$ cat config.mk
export PLATFORM = sky130hd
export DESIGN_NAME = gf2m_mont_convert
export DESIGN_NICKNAME = d
export VERILOG_FILES = /design/src/rtl/gf2m_mont_convert.sv
export SDC_FILE = /design/constraint.sdc
export NUM_CORES = 1
export LEC_CHECK = 0
export BUFFER_PORTS_ARGS = -buffer_cell sky130_fd_sc_hd__buf_2
export CAP_MARGIN = 5
export CORE_MARGIN = 1
export CORE_UTILIZATION = 44
export DETAILED_ROUTE_END_ITERATION = 12
export GPL_TIMING_DRIVEN = 1
export PLACE_DENSITY_LB_ADDON = 0.12
export SLEW_MARGIN = 15
export SYNTH_ARGS = -nofsm -noshare
export SYNTH_HDL_FRONTEND = slang
export SYNTH_SLANG_ARGS = --single-unit
$ cat constraint.sdc
create_clock -name clk -period 1.07 [get_ports clk]
set_input_delay 0.214 -clock clk [delete_from_list [all_inputs] [get_ports clk]]
set_output_delay 0.214 -clock clk [all_outputs]
set_load 0.03 [all_outputs]
$ cat src/rtl/gf2m_mont_convert.sv
// Bit-serial GF(2^M) Montgomery-domain converter.
// dir=0 scales by x^M, dir=1 scales by x^-M, one bit step per clock.
module gf2m_mont_convert #(
  parameter int         M    = 3,
  parameter logic [M:0] POLY = 4'b1101
) (
  input  logic         clk,
  input  logic         rst,
  input  logic         in_valid,
  output logic         in_ready,
  input  logic [M-1:0] in_data,
  input  logic         in_dir,
  output logic         out_valid,
  input  logic         out_ready,
  output logic [M-1:0] out_data,
  output logic         out_dir
);

  localparam int CW = $clog2(M + 1);

  typedef enum logic [1:0] {
    IDLE = 2'd0,
    RUN  = 2'd1,
    DONE = 2'd2
  } state_t;

  state_t          state_q, state_d;
  logic [M:0]      acc_q, acc_d;
  logic [CW-1:0]   cnt_q, cnt_d;
  logic            dir_q, dir_d;
  logic [M-1:0]    res_q, res_d;
  logic            rdir_q, rdir_d;

  logic [M:0]      fwd_v;
  logic [M:0]      rev_v;
  logic [M:0]      step_v;

  // One carry-free step: multiply by x or by x^-1, reducing by POLY.
  always_comb begin
    fwd_v = {acc_q[M-1:0], 1'b0};
    if (fwd_v[M]) begin
      fwd_v = fwd_v ^ POLY;
    end
    rev_v  = acc_q[0] ? (acc_q ^ POLY) : acc_q;
    rev_v  = rev_v >> 1;
    step_v = dir_q ? rev_v : fwd_v;
  end

  always_comb begin
    state_d   = state_q;
    acc_d     = acc_q;
    cnt_d     = cnt_q;
    dir_d     = dir_q;
    res_d     = res_q;
    rdir_d    = rdir_q;
    in_ready  = 1'b0;
    out_valid = 1'b0;
    unique case (state_q)
      IDLE: begin
        in_ready = 1'b1;
        if (in_valid) begin
          acc_d   = {1'b0, in_data};
          dir_d   = in_dir;
          cnt_d   = '0;
          state_d = RUN;
        end
      end
      RUN: begin
        acc_d = step_v;
        cnt_d = cnt_q + 1'b1;
        // The M-th step lands straight in the result register.
        if (cnt_q == CW'(M - 1)) begin
          res_d   = step_v[M-1:0];
          rdir_d  = dir_q;
          state_d = DONE;
        end
      end
      DONE: begin
        out_valid = 1'b1;
        if (out_ready) begin
          state_d = IDLE;
        end
      end
      default: state_d = IDLE;
    endcase
  end

  always_ff @(posedge clk) begin
    if (rst) begin
      state_q <= IDLE;
      acc_q   <= '0;
      cnt_q   <= '0;
      dir_q   <= 1'b0;
      res_q   <= '0;
      rdir_q  <= 1'b0;
    end else begin
      state_q <= state_d;
      acc_q   <= acc_d;
      cnt_q   <= cnt_d;
      dir_q   <= dir_d;
      res_q   <= res_d;
      rdir_q  <= rdir_d;
    end
  end

  assign out_data = res_q;
  assign out_dir  = rdir_q;

endmodule

Yosys cells after proc, flatten, opt, wreduce, memory -nomap -nowiden
Index checks and enable logic that the tools add are counted.

Bits in registers: 13.

Add/sub/neg operators: 1. Equal/unequal tests: 6. Muxes and demuxes: 13. Bitwise logic cells: 2. Reduce and logical (&&, ||, !) cells: 6.

Operators with widths (number): 4-bit 2-to-1 mux (4); 2-bit 2-to-1 mux (4); 4-bit one-hot mux with 2 select lines (1); 2-bit inequality test, second input constant (3); 3-bit inverter (2); 2-bit one-hot mux with 3 select lines (1); 2-bit AND reduction (3); 2-bit equality test, second input constant (2); 2-bit one-hot mux with 2 select lines (1); 3-bit AND reduction (1); 2-bit by 1-bit adder with 2-bit output, second input constant (1); 2-bit by 1-bit equality test with 1-bit output, second input constant (1); 2-bit logical NOT (1); 1-bit 2-to-1 mux (2); 2-bit nonzero test (1).

Depth between registers and ports, before layout
Depth in word-level cells: 4. Gate-level depth with buffers: 5.

Least setup slack after synthesis
No wires, ideal clock.

Kind: register to register. Start: reg state_q[0]. End: reg state_q[1]. Arrival: 1148 ps. Path slack: -149 ps. Stages on the path, launching flop included: 5. Path through: dfxtp_1 > buf_2 > nor2b_1 > nand2b_1 > a21oi_1.

Cells in the longest elaborated chain, start to end: 3.

Ends and longest elaborated chain: start, declared (RTL line 27) `state_t state_q, state_d;`; start signal, assigned (RTL line 97) `state_q <= state_d;`; 2-bit by 1-bit equality test with 1-bit output, or another cell as far along (RTL line 58) `unique case (state_q)`; 2-bit inequality test (no line); 3-bit AND reduction (no line).

Parallel ways exist; a longest one is shown, timed or not. A chain may end at the register's enable or synchronous reset.

Final worst setup path
Start: reg state_q[0]. End: out out_valid.

Cells in the longest elaborated chain, start to end: 2.

Ends and longest elaborated chain: 2-bit equality test (RTL line 58); 1-bit 2-to-1 mux (RTL line 58); end, declared (RTL line 13) `output logic out_valid,`.

No other way between the ends.

==> impl_metrics.yaml <==
floorplan:
  core_sq_um: 1160
  die_height_microns: 38.1
  die_width_microns: 38.1
  rows: 12
  die_area_sq_um: 1450
  initial_core_util: 0.496
  ios: 14
placement:
  dp_cells: 93
  portBuffers: 13
  dp_hpwl_microns: 862
  routabilityCongestion: 0.822
logic_synthesis:
  synth-edff-count: 0
  yosys.area.top_type_share: 0.419
  yosys_warnings: 0
  synth.most_common_cell: "dfxtp_1"
  synth_commonest_cells: "12 x dfxtp_1, 8 x nor2_1, 4 x a21oi_1, 4 x nand2_1"
  async_flop_share: 0
  synth_area_leaders: "dfxtp_1 42%, mux2i_1 5.2%, nor2_1 5.2%"
  synth_ff_type: "dfxtp_1"
  syn_inst: 59
  ys_types: 26
  synth-seq-cells: 12
  netlist_area_sq_um: 573
  syn_area_per_cell_sq_um: 9.71
  seq_area_frac_synth: 0.419
  syn_nets: 68
  yosys.area.top_type: "dfxtp_1"
global_routing:
  gr-usage-all-layers: 0.210
  antenna_found_initial: 0
  grt_pass1_wl_mm: 2.07
  grt_max_degree: 13
  grt_pass1_vias: 495
  gr-total-overflow: 0
cts:
  cts-root-buf: "clkbuf_4"
  clk_latency_ns: 0.26
  clk_pin_slew_ns: 0.07
  clock-sinks: 12
  cts_hold_buf: 0
  clk_path_buf_depth: 2
  htree_levels: 1
  numCtsBuffers: 3
  cts_tree: "built"
sta:
  maxSlewViolCount: 0
  worstMarginPinSlew_ns: 0.382
  relSlewSlack: 0.745
  period_needed_ns: 1.21
  hold_viol: 0
  holdWs_ns: 0.190
  finalSetupTns_ns: -0.396
  rsz0062_at_grt: "true"
  timing.fmax_mhz: 827
  fin_crit_sh: 1.13
  setup_violations: 6
  worst_slack_ns: -0.140
  worst_clock_skew_ns: 0.00659
finish:
  drive_above_1_share: 0.575
  final_cell_count_no_fill: 101
  final_core_util: 0.736
  fillers: 87
  diodes: 0
  finalNetCount: 97
  syn_to_final_growth_pct: 48.5
routing:
  ant_nets: 0
  route.vias.total: 498
  avgRoutedWirePerCell_microns: 11.9
  avgViaCountPerCell: 4.93
  wl_mm: 1.20
  drc: 0
  dr.pass1.iters: 4
  drtIter0Drc: 4
pwr:
  leakage_uw: 0.000369
  ir_drop_uv: 784
  finalPower_uw: 964
  cellPowerDensity_nw_per_um2: 1130
setup_path:
  cpMostUsedCell: "buf_6"
  cpMaxStageDelayCell: "dfxtp_4"
  cpPeakStageDelay_ns: 0.36
  arrival_ns: 1.00
  path_class: "reg2out"
  cp.required_ns: 0.86
  crit_chain: "buf_6, nor2b_4, buf_6"
  endpoint_kind: "primary output"
  critPathLaunchType: "flip-flop"
  critical_path.max_fanout: 4
run_status:
  violations: "negative setup slack"
  status: "finished, violations left"
flow_run:
  cap_violations: 0
hold_path:
  hp-class: "in2reg"
==> path summary, 6_finish.rpt <==
kind	from	end	slack (ns)	cells past startpoint
min	in_dir	dir_q	0.19	3
min reg2reg	out_dir	out_dir	0.45	2
max	state_q[0]	out_valid	-0.14	3
max reg2reg	dir_q	acc_q[0]	-0.06	3
==> where the power goes <==
part	internal [uW]	switching [uW]	total [uW]	leakage, uW
Sequential	465	18.3	484	0.000101
Combinational	110	95.5	206	0.000253
Clock	144	131	274	0.0000150
Total	719	244	964	0.000369
==> metrics by stage <==
stage	instance area (sq um)	worst slack, ns
global route	851	-0.191
floorplan	588	-0.0454
global placement	727	-0.0505
CTS	827	-0.143
detailed placement	727	-0.0645
finish	851	-0.140
==> worst max-delay path: cells and delay by family, from the launching register on <==
family	cells	cell delay [ns]
flip-flops	1	0.36
buffers and inverters	2	0.26
AND/OR/NAND/NOR	1	0.11
==> cell families after synthesis <==
| group | Yosys count | synth area share |
|---|---|---|
| multiplexers | 4 | 0.0721 |
| flip-flops | 12 | 0.419 |
| AND/OR/NAND/NOR | 23 | 0.236 |
| XOR/XNOR | 2 | 0.0306 |
| AO/OA/AOI/OAI | 12 | 0.186 |
| adder cells (fa/ha/maj) | 1 | 0.0218 |
| buffers and inverters | 5 | 0.0349 |
==> final cells by class <==
type	count	area (sq um)	share of cell area
clock buffer	4	26.3	0.0309
inverter	3	11.3	0.0132
multi-input combinational	42	354	0.416
sequential	12	254	0.299
tap	14	17.5	0.0206
timing repair buffer	26	188	0.221
==> what timing repair did <==
action / 4_1_cts / 5_1_grt
endpoints found under the setup margin: 10 / 13
resized for setup: 17 / 7
pin swaps: 4 / 4
gates cloned: 0 / 0
setup buffers: 3 / 1
==> metal layers <==
| metal | up-vias | global-route usage | share of wire |
|---|---|---|---|
| met3 | 0 | 0.0872 | 0.032 |
| met4 | 0 | 0.0268 | 0 |
| met2 | 12 | 0.360 | 0.51 |
| met1 | 223 | 0.246 | 0.46 |
| li1 | 263 | - | - |
| met5 | - | 0 | 0 |
==> layout by cell type, fill, tap and decap left out, types with 3 or more instances in the layout <==
cell	synthesis	layout
dfxtp_4	0	3
nand2_1	4	3
buf_6	0	4
a21oi_1	4	4
buf_2	1	9
dfxtp_1	12	7
nor2_2	0	3
clkbuf_4	0	4
mux2i_1	3	3
buf_4	0	12
nor2_1	8	5
==> sequential cells by signal (all words and copies together), names as in the netlist <==
signal and flops:
out_dir 1, state_q 2, out_data 3, dir_q 1, acc_q 3, cnt_q 2
Power figures use the tool's default switching activity.
